==> src/rtl/viterbi_pkg.sv <==
// Shared constants, state encoding and the K=3 encoder kernel used by the
// convolutional encoder/framer that feeds the Viterbi decoder.
package viterbi_pkg;

  localparam int K        = 3;
  localparam int TAIL_LEN = K - 1;

  localparam logic [K-1:0] G0_DEFAULT = 3'b111;
  localparam logic [K-1:0] G1_DEFAULT = 3'b101;

  typedef enum logic [1:0] {
    IDLE,
    DATA,
    TAIL
  } enc_state_t;

  // Tap vector is {u, sr[0], sr[1]}; returns {c1, c0}.
  function automatic logic [1:0] conv_symbol(
    input logic [K-1:0] g0,
    input logic [K-1:0] g1,
    input logic         u,
    input logic [K-2:0] sr
  );
    logic [K-1:0] taps;
    taps = {u, sr[0], sr[1]};
    return {^(g0 & taps), ^(g1 & taps)};
  endfunction

endpackage

==> src/rtl/conv_err_inject.sv <==
// Periodic c0 corruption for decoder stress testing; the whole module only
// exists when CONV_ERR_INJECT_EN is defined.
`ifdef CONV_ERR_INJECT_EN
module conv_err_inject #(
  parameter int ERR_PERIOD = 7
) (
  input  logic       clk,
  input  logic       reset,
  input  logic       err_en,
  input  logic       load,
  input  logic [1:0] sym_in,
  output logic [1:0] sym_out
);

  localparam int              CW  = (ERR_PERIOD > 1) ? $clog2(ERR_PERIOD) : 1;
  localparam logic [CW-1:0]   HIT = CW'(ERR_PERIOD - 1);

  logic [CW-1:0] sym_cnt;
  logic          hit;

  assign hit     = err_en && (sym_cnt == HIT);
  assign sym_out = {sym_in[1], sym_in[0] ^ hit};

  always_ff @(posedge clk or negedge reset) begin
    if (!reset) begin
      sym_cnt <= '0;
    end else if (!err_en) begin
      sym_cnt <= '0;
    end else if (load) begin
      sym_cnt <= hit ? '0 : sym_cnt + 1'b1;
    end
  end

endmodule
`endif

==> src/rtl/conv_encoder_framer.sv <==
// Rate-1/2 K=3 convolutional encoder with frame termination (2 zero tail bits).
// Optional periodic error injection is compiled in with CONV_ERR_INJECT_EN.
module conv_encoder_framer
  import viterbi_pkg::*;
#(
  parameter int           FRAME_LEN  = 16,
  parameter logic [K-1:0] G0         = G0_DEFAULT,
  parameter logic [K-1:0] G1         = G1_DEFAULT,
  parameter int           ERR_PERIOD = 7
) (
  input  logic       clk,
  input  logic       reset,
  input  logic       din,
  input  logic       din_valid,
  input  logic       din_last,
  output logic       din_ready,
  output logic [1:0] code_out,
  output logic       code_valid,
  input  logic       code_ready,
  output logic       code_sof,
  output logic       code_eof,
  output logic       busy,
  input  logic       err_en
);

  localparam int            CW        = $clog2(FRAME_LEN + 1);
  localparam logic [CW-1:0] LEN_M1    = CW'(FRAME_LEN - 1);
  localparam int            TW        = (TAIL_LEN > 1) ? $clog2(TAIL_LEN) : 1;
  localparam logic [TW-1:0] TAIL_LAST = TW'(TAIL_LEN - 1);

  enc_state_t    state, next_state;
  logic [K-2:0]  sr;
  logic [CW-1:0] bit_cnt;
  logic [TW-1:0] tail_idx;

  logic       out_free;
  logic       xfer;
  logic       tail_load;
  logic       load;
  logic       u;
  logic       sym_sof;
  logic       sym_eof;
  logic [1:0] enc_sym;
  logic [1:0] sym;

  assign out_free = !code_valid || code_ready;
  assign xfer     = din_valid && din_ready;
  assign load     = xfer || tail_load;
  assign busy     = (state != IDLE) || code_valid;
  assign enc_sym  = conv_symbol(G0, G1, u, sr);

  // State register
  // NOTE: sequential state uses non-blocking assignments so every flop samples
  // pre-edge values regardless of statement order.
  always_ff @(posedge clk or negedge reset) begin
    if (!reset) state <= IDLE;
    else        state <= next_state;
  end

  // Next-state logic
  // NOTE: every combinational output gets a default first; a missed branch
  // would otherwise infer a latch.
  always_comb begin
    next_state = state;
    unique case (state)
      IDLE: if (xfer) next_state = (din_last || FRAME_LEN == 1) ? TAIL : DATA;
      DATA: if (xfer) next_state = (din_last || bit_cnt == LEN_M1) ? TAIL : DATA;
      TAIL: if (tail_load && tail_idx == TAIL_LAST) next_state = IDLE;
      default: next_state = IDLE;
    endcase
  end

  // Output / datapath-control decode. din_ready is also held low while reset
  // is asserted so every output reads 0 during reset.
  always_comb begin
    din_ready = 1'b0;
    tail_load = 1'b0;
    u         = 1'b0;
    sym_sof   = 1'b0;
    sym_eof   = 1'b0;
    unique case (state)
      IDLE: begin
        din_ready = reset && out_free;
        u         = din;
        sym_sof   = 1'b1;
      end
      DATA: begin
        din_ready = reset && out_free;
        u         = din;
      end
      TAIL: begin
        tail_load = out_free;
        sym_eof   = (tail_idx == TAIL_LAST);
      end
      default: ;
    endcase
  end

  // Shift register, info-bit count and tail position advance only on a load,
  // so output stalls freeze the whole encoder.
  always_ff @(posedge clk or negedge reset) begin
    if (!reset) begin
      sr       <= '0;
      bit_cnt  <= '0;
      tail_idx <= '0;
    end else if (load) begin
      sr <= {sr[K-3:0], u};
      unique case (state)
        IDLE: bit_cnt <= CW'(1);
        DATA: bit_cnt <= bit_cnt + 1'b1;
        TAIL: begin
          tail_idx <= sym_eof ? '0 : tail_idx + 1'b1;
          if (sym_eof) bit_cnt <= '0;
        end
        default: ;
      endcase
    end
  end

`ifdef CONV_ERR_INJECT_EN
  conv_err_inject #(
    .ERR_PERIOD(ERR_PERIOD)
  ) u_err_inject (
    .clk    (clk),
    .reset  (reset),
    .err_en (err_en),
    .load   (load),
    .sym_in (enc_sym),
    .sym_out(sym)
  );
`else
  logic unused_cfg;
  assign unused_cfg = err_en ^ (ERR_PERIOD == 0);
  assign sym        = enc_sym;
`endif

  // Single output register stage; holds its contents while stalled.
  always_ff @(posedge clk or negedge reset) begin
    if (!reset) begin
      code_out   <= '0;
      code_valid <= 1'b0;
      code_sof   <= 1'b0;
      code_eof   <= 1'b0;
    end else if (load) begin
      code_out   <= sym;
      code_valid <= 1'b1;
      code_sof   <= sym_sof;
      code_eof   <= sym_eof;
    end else if (out_free) begin
      code_valid <= 1'b0;
      code_sof   <= 1'b0;
      code_eof   <= 1'b0;
    end
  end

endmodule

==> config.mk <==
export PLATFORM = sky130hd
export DESIGN_NAME = conv_encoder_framer
export DESIGN_NICKNAME = d
export VERILOG_FILES = /design/src/rtl/viterbi_pkg.sv /design/src/rtl/conv_err_inject.sv /design/src/rtl/conv_encoder_framer.sv
export SDC_FILE = /design/constraint.sdc
export NUM_CORES = 1
export LEC_CHECK = 0
export ABC_AREA = 1
export CORE_MARGIN = 2
export CORE_UTILIZATION = 54
export CTS_BUF_LIST = sky130_fd_sc_hd__clkbuf_4
export CTS_CLUSTER_DIAMETER = 50
export CTS_CLUSTER_SIZE = 10
export DETAILED_ROUTE_END_ITERATION = 7
export PLACE_DENSITY = 0.85
export SLEW_MARGIN = 10
export SYNTH_ARGS = -nofsm -noshare
export SYNTH_HDL_FRONTEND = slang
export SYNTH_SLANG_ARGS = --single-unit
==> constraint.sdc <==
create_clock -name clk -period 1.9 [get_ports clk]
set_input_delay 0.19 -clock clk [delete_from_list [all_inputs] [get_ports clk]]
set_output_delay 0.19 -clock clk [all_outputs]
set_load 0.01 [all_outputs]
* Word-level counts from Yosys, hierarchy flattened
Index checks and enable logic that the tools add are counted.
W data, S select, Z words.
** Operators by class
- Add/subtract/negate cells :: 2
- Muxes and demuxes :: 18
- Reduce and logical (&&, ||, !) cells :: 18
- Equality and inequality tests :: 7
** Operators with widths (number)
- $pmux W5 S3 :: 1
- $mux W1 :: 10
- $mux W2 :: 5
- $ne A2 B2 Y1 const B :: 4
- $pmux W2 S3 :: 1
- $reduce_and A3 Y1 :: 2
- $reduce_xor A3 Y1 :: 2
- $add A5 B1 Y5 const B :: 1
- $eq A5 B4 Y1 const B :: 1
- $mux W5 :: 1
- $logic_or A1 B1 Y1 :: 4
- $reduce_bool A2 Y1 :: 2
- $logic_and A1 B1 Y1 :: 3
- $reduce_bool A3 Y1 :: 1
- $eq A2 B1 Y1 const B :: 1
- $eq A2 B2 Y1 const B :: 1
- $logic_not A2 Y1 :: 1
- $reduce_and A2 Y1 :: 1
- $reduce_or A2 Y1 :: 1
- $add A1 B1 Y1 const B :: 1
- $logic_not A1 Y1 :: 1
** Storage, ports and cells
- Input bits :: 7
- Flip-flop bits (word level) :: 15
- Word-level logic and storage cells :: 53
- Output and inout port bits :: 7

* Logic depth before layout (Yosys ltp)
Gate-level depths: netlist of the first run.
- Depth in word-level cells :: 7
- Mapped depth :: 10
- Depth with buffers taken out :: 10

* Worst setup path before layout of the first run
No wires, ideal clock.
- Path kind :: register -> register
- Start point :: reg state[1]
- End point :: reg bit_cnt[3]
- Period minus slack after synthesis :: 1.383 ns
- Required time :: 1.783 ns
- Path buffers :: 1
- Path slack :: 0.517 ns
- Setup time :: 0.117 ns
- Data arrival time :: 1.266 ns
- Cell stages (with the launch flop) :: 10
- Path through :: dfrtp_1 -> inv_1 -> ha_1 -> nor2_2 -> nor2_2 -> nand3_2 -> nand2_2 -> buf_6 -> nand3_1 -> nand2_1
** On the way
- Word-level cells in the longest chain between the ends :: 6
- Elaborated cells on any way between the ends :: 13
- Those cells by class :: eq/ne: 3; mux: 4; reduce/logical: 6
** Ends and longest elaborated chain
- start: declaration :: line conv_encoder_framer.sv:31 : enc_state_t state, next_state;
- start signal: assignment :: line conv_encoder_framer.sv:57 : else state <= next_state;
- $eq A2 B1 Y1 or $logic_not A2 Y1 (tied branches) :: line conv_encoder_framer.sv:81, conv_encoder_framer.sv:108
- $reduce_or A2 Y1 (no line)
- $mux W1
- $logic_and A1 B1 Y1 :: line conv_encoder_framer.sv:47 : assign xfer = din_valid && din_ready;
- $logic_or A1 B1 Y1 :: line conv_encoder_framer.sv:48 : assign load = xfer || tail_load;
- $reduce_and A3 Y1 (no line)
- end signal: assignment :: line conv_encoder_framer.sv:110 : DATA: bit_cnt <= bit_cnt + 1'b1;
- end: declaration :: line conv_encoder_framer.sv:33 : logic [CW-1:0] bit_cnt;
Several ways; a longest one is shown, not always the timed one.
A chain may end at the register's enable or synchronous reset.

* Worst setup path after layout of the first run
- Start point :: reg state[0]
- End point :: out busy
** On the way
- Word-level cells in the longest chain between the ends :: 2
** Ends and longest elaborated chain
- $reduce_bool A2 Y1 :: line conv_encoder_framer.sv:49 : assign busy = (state != IDLE) || code_valid;
- $logic_or A1 B1 Y1 :: line conv_encoder_framer.sv:49
- end: declaration :: line conv_encoder_framer.sv:22 : output logic busy,
Every way passes these cells.

==> metrics.md, run 1 <==
| Metric | Value |
|---|---|
| Net Sw Frac | `0.435` |
| WL/cell | `between 10 and 15 µm` |
| Via count | `approximately 780` |
| Drt via density | `roughly 5.2` |
| Antenna viol nets, final | `0` |
| Worst R2R Start | `state[1]` |
| Max-cap violations | `0` |
| Pwr per Cell Area | `between 1000 and 1500 nW/µm²` |
| Area contributors post-synth | `dfrtp_1, nand2_1, ha_1, inv_1, nand3_1` |
| Critical path data arrival time | `about 1600 ps` |
| Worst hold margin | `between 200 and 250 ps` |
| GPL Wtd Cong | `about 0.85` |
| Tot Pwr | `approximately 1.5 mW` |
| Internal reg-to-reg setup slack | `240 ps` |
| Top FF cell, synth | `dfrtp_1` |
| Num CTS Buffers | `3` |
| Worst-Margin Slew | `296 ps` |
| Net Switching | `0.670 mW` |
| Ys Warns | `0` |
| Cell count after synthesis | `115` |
| Flop pwr share | `0.337` |
| Req. time, crit path | `~1700 ps` |
| Dpl hpwl | `~1.3 mm` |
| RSZ-0062 raised after global routing | `false` |
| Initial Utilization | `0.576` |
| Fmax | `560 MHz` |
| Comb power frac | `0.535` |
| Setup TNS | `0 ps` |
| Final setup skew | `roughly 2.1 ps` |
| Clock network fraction of total power | `0.129` |
| Pint | `0.871 mW` |
| Clock transition at path regs | `about 90 ps` |
| Period utilization | `0.940` |
| Clk Tree Root Cell | `clkbuf_4` |
| R2r worst-path depth | `9` |
| Critical path class | `flip-flop to output port` |
| H-tree Lvls | `1` |
| R2R Path End | `bit_cnt[0]` |
| Sequential share of the synthesized area | `0.432` |
| Antenna violations before repair | `0` |
| Final Worst Setup Slack | `about 110 ps` |
| Port bufs | `12` |
| Post-synth top area cell | `dfrtp_1` |
| Share of layout cells above drive strength 1 | `0.134` |
| Relative slew slack | `0.802` |
| Die footprint | `1940 µm²` |
| Placement Setup Slack | `142 ps` |
| Core box area | `roughly 1500 µm²` |
| Vias in the first global route | `between 800 and 900` |
| Crit path capture type | `output port` |
| Die height | `44.1 µm` |
| Clk_lat worst skew | `around 280 ps` |
| Post-synth EDFFs | `0` |
| Commonest cells in the netlist | `nand2_1, dfrtp_1, inv_1` |
| Die Width | `44.1 µm` |
| Global Route Usage Sum | `0.228` |
| Avg Cell Area, Syn | `roughly 7.6 µm²` |
| Cts hold-fix bufs | `0` |
| FP Rows | `14` |
| Leakage | `just under 0.6 nW` |
| Total Nets Final | `between 100 and 150` |
| Hold Crit Class | `primary input to async pin` |
| Number of I/O pins | `14` |
| Critical path startpoint category | `flip-flop` |
| Cell with the most instances after synthesis | `nand2_1` |
| Grt ovf | `0` |
| Largest net degree at the start of global routing | `16` |
| 1st-pass router iterations | `4` |
| Max IR drop VDD | `903 µV` |
| Syn Nets | `128` |
| Fin. max-slew vios | `0` |
| Fin. Hold Viols | `0` |
| Layout area overhead | `22.0%` |
| Sink Count | `15` |
| Maximum buffer depth of the clock tree | `2` |
| Top-area cell type share of the netlist area | `0.432` |
| # DRC | `0` |
| CTS tree | `built` |
| Status | `finished, final reports clean` |
| Iteration-0 DRC Markers | `8` |
| Min Tclk post-route | `1790 ps` |
| Endpoints failing setup | `0` |
| Post-synth ARST share | `1.00` |
| Crit path max fanout | `3` |
| Distinct cells, synth | `20` |
| FF+latch count, synth | `15` |
| Final wirelength | `around 1.8 mm` |
| Cell Area, Synth | `roughly 870 µm²` |
| # diodes | `0` |
| First-pass GRT wire length | `~3.2 mm` |
[power groups by stage]
stage | Clock (mW) | Sequential, mW | Combinational (mW)
finish | 0.198 | 0.519 | 0.824
global route | 0.215 | 0.533 | 0.926
CTS | 0.196 | 0.517 | 0.818
detailed placement | 0 | 0.530 | 0.789
global placement | 0 | 0.516 | 0.756
floorplan | 0 | 0.533 | 0.517
[cell usage in the layout (no fill, tap or decap), drive strengths merged]
master	netlist	final
dlygate4sd2	0	2
clkdlybuf4s50	0	10
clkbuf	0	4
nand2	47	47
nor2	10	10
xor2	1	1
ha	6	6
dfrtp	15	15
nor3	1	1
or2	1	1
mux2i	1	1
a211oi	1	1
o21ai	1	1
a21oi	2	2
xnor2	1	1
nand3	11	11
inv	16	16
buf	1	4
[through the flow]
stage	cells	instance area, µm²	util
after floorplan	115	868	-
after global placement	144	1010	0.672
after detailed placement	144	1010	0.672
after CTS	150	1060	0.702
after global routing	150	1060	0.703
final	150	1060	0.703
[cell type report]
class | instances | area, µm²
clock buffers | 4 | 30.0
fillers | 124 | 447
inverters | 16 | 60.1
multi-input cells | 83 | 427
flip-flops and latches | 15 | 375
well taps | 16 | 20.0
repair buffers | 16 | 148
[metal layers]
metal | up-vias | GRT usage | share of wire
met5 | - | 0 | 0
met4 | 0 | 0.127 | 0.025
met3 | 8 | 0.0571 | 0.048
met2 | 24 | 0.406 | 0.51
met1 | 361 | 0.243 | 0.41
li1 | 388 | - | -
[state kept, by name, summed over array words and instances (netlist names)]
| name | count |
|---|---|
| code_sof | 1 |
| tail_idx | 1 |
| sr | 2 |
| code_eof | 1 |
| code_out | 2 |
| code_valid | 1 |
| state | 2 |
| bit_cnt | 5 |
[cells by family (layout without fill, tap and decap cells)]
group | Yosys count | after routing | synth area share
multiplexers | 1 | 1 | 0.0115
flip-flops | 15 | 15 | 0.432
buffers and inverters | 17 | 36 | 0.0821
XOR/XNOR | 2 | 2 | 0.0202
AND/OR/NAND/NOR | 70 | 70 | 0.337
adder cells (fa/ha/maj) | 6 | 6 | 0.0865
AO/OA/AOI/OAI | 4 | 4 | 0.0303
[timing repair]
item,in CTS,in global routing
setup endpoints to repair,2,1
resized for setup,3,1
hold endpoints to repair,0,0
buffers inserted,2,0
[critical path, stage by stage, from the launching register on]
cell	delay (ps)
dfrtp_1	420
inv_1	90
ha_2	200
inv_1	70
or2_2	260
dlygate4sd2_1	280
[worst max-delay path by stage]
stage	from	endpoint	slack, ps	cells past startpoint
after floorplan	state[1]	bit_cnt[3]	520	9
after global placement	state[1]	din_ready	180	5
after detailed placement	state[1]	din_ready	140	5
after CTS	state[0]	busy	100	5
after global routing	state[0]	busy	20	5
final	state[0]	busy	110	5
No activity file was read; power rests on OpenSTA's default activity.
==> run 2, diff against run 1 <==
--- a/config.mk
+++ b/config.mk
@@ -7,12 +7,12 @@
 export LEC_CHECK = 0
 export ABC_AREA = 1
 export CORE_MARGIN = 2
-export CORE_UTILIZATION = 54
+export CORE_UTILIZATION = 49
 export CTS_BUF_LIST = sky130_fd_sc_hd__clkbuf_4
 export CTS_CLUSTER_DIAMETER = 50
 export CTS_CLUSTER_SIZE = 10
 export DETAILED_ROUTE_END_ITERATION = 7
-export PLACE_DENSITY = 0.85
+export PLACE_DENSITY = 0.82
 export SLEW_MARGIN = 10
 export SYNTH_ARGS = -nofsm -noshare
 export SYNTH_HDL_FRONTEND = slang
==> constraint.sdc (replaced) <==
create_clock -name clk -period 1.6 [get_ports clk]
set_input_delay 0.16 -clock clk [delete_from_list [all_inputs] [get_ports clk]]
set_output_delay 0.16 -clock clk [all_outputs]
set_load 0.01 [all_outputs]
==> metrics.md, run 2 (same netlist as run 1, synthesis figures left out) <==
| Metric | Value |
|---|---|
| GPL Wtd Cong | `0.824` |
| Hold Crit Class | `primary input to async pin` |
| Top reg by flops | `bit_cnt` |
| Maximum buffer depth of the clock tree | `2` |
| Worst-Margin Slew | `between 150 and 200 ps` |
| Status | `finished, final reports clean` |
| Die footprint | `2120 µm²` |
| Drt via density | `~4.9` |
| Final wirelength | `about 1.9 mm` |
| WL/cell | `between 10 and 15 µm` |
| Most common cell after layout, fill and taps aside | `nand2_1` |
| Period utilization | `0.939` |
| Layout area overhead | `38.6%` |
| Critical path startpoint category | `flip-flop` |
| Clock transition at path regs | `about 90 ps` |
| Setup TNS | `0 ps` |
| Antenna viol nets, final | `0` |
| Initial Utilization | `0.514` |
| Core box area | `between 1500 and 2000 µm²` |
| Iteration-0 DRC Markers | `4` |
| Min Tclk post-route | `~1500 ps` |
| 1st-pass router iterations | `4` |
| First-pass GRT wire length | `3.13 mm` |
| Crit path capture type | `flip-flop` |
| Req. time, crit path | `approximately 1800 ps` |
| Number of I/O pins | `14` |
| H-tree Lvls | `1` |
| Max-cap violations | `0` |
| Global Route Usage Sum | `0.215` |
| Clk Tree Root Cell | `clkbuf_4` |
| Fmax | `about 670 MHz` |
| Most frequent cells in the layout | `nand2_1, dfrtp_1, buf_4` |
| Total Nets Final | `160` |
| # diodes | `0` |
| Final setup skew | `~8 ps` |
| Die height | `between 40 and 50 µm` |
| # DRC | `0` |
| Endpoints failing setup | `0` |
| Crit path max fanout | `5` |
| Pwr per Cell Area | `approximately 1800 nW/µm²` |
| CTS tree | `built` |
| Die Width | `around 46 µm` |
| Share of layout cells above drive strength 1 | `0.260` |
| Num CTS Buffers | `3` |
| Clk_lat worst skew | `between 200 and 300 ps` |
| Largest net degree at the start of global routing | `16` |
| Port bufs | `12` |
| Leakage | `between 0.6 and 0.7 nW` |
| Antenna violations before repair | `0` |
| Grt ovf | `0` |
| Vias in the first global route | `around 790` |
| Fin. max-slew vios | `0` |
| Tot Pwr | `2.17 mW` |
| Fin. Hold Viols | `0` |
| Critical path data arrival time | `roughly 1700 ps` |
| Max reg flops | `5` |
| FP Rows | `15` |
| Max IR drop VDD | `about 1200 µV` |
| Relative slew slack | `0.867` |
| Via count | `roughly 800` |
| Critical path class | `flip-flop to flip-flop` |
| Sink Count | `15` |
| Dpl hpwl | `about 1.5 mm` |
## run 2: changes by cell type in the layout (fill, tap and decap cells not counted), moves of 2 or more
cell and change:
inv_2 +3, buf_4 +8, ha_4 +2, buf_6 +5
inv_1 -3, dlygate4sd2_1 -2
## run 2: where the power goes
part	total (mW)	internal, mW	switching, mW	leakage (nW)
clock network	0.215	0.0930	0.122	0.0177
logic	1.34	0.667	0.676	0.439
registers	0.610	0.516	0.0948	0.195
total	2.17	1.28	0.892	0.651
## run 2: layout make-up
class	instances	area, µm²
fill	135	485
multi-input combinational	83	468
sequential	15	375
timing repair buffer	28	251
inverter	16	60.1
clock buffer	3	22.5
tap	17	21.3
clock inverter	1	5.00
## run 2: path summary, 6_finish.rpt
check                           start          to  slack (ps)  depth (start not counted)
max                          state[0]  bit_cnt[2]         100                         10
min                             reset    code_sof         210                          2
max reg2reg                  state[0]  bit_cnt[2]         100                         10
min reg2reg                bit_cnt[3]  bit_cnt[3]         480                          2
max in group asynchronous       reset  bit_cnt[3]        1200                          2
min in group clk           bit_cnt[3]  bit_cnt[3]         480                          2
## run 2: routing by layer
layer	part of all wire	GRT usage
met4	0.021	0.120
met1	0.42	0.243
met2	0.53	0.378
met5	0	0
met3	0.025	0.0353
## run 2: repair_timing
| item | 4_1_cts | 5_1_grt |
|---|---|---|
| gates resized for setup | 9 | 17 |
| setup endpoints to repair | 8 | 11 |
| pin swaps | 2 | 2 |
| hold buffers | 0 | 0 |
| buffers inserted | 1 | 1 |
## run 2: critical path, cell delays in order, from the launching register on
cell	delay, ps
dfrtp_1	410
buf_6	140
ha_4	160
nor2_4	120
buf_6	120
nor2_2	30
nand3_2	80
nand2_4	80
buf_6	140
nand3_1	60
nand2_1	50
## run 2: stage by stage
stage	cells	area, µm²	setup WS [ps]	hold slack, ps	util
floorplan	115	868	217	-136	-
global placement	157	1100	-3.93	453	0.653
detailed placement	157	1100	-40.3	468	0.653
CTS	162	1140	7.65	222	0.673
global route	163	1200	-2.40	237	0.713
finish	163	1200	97.3	212	0.713
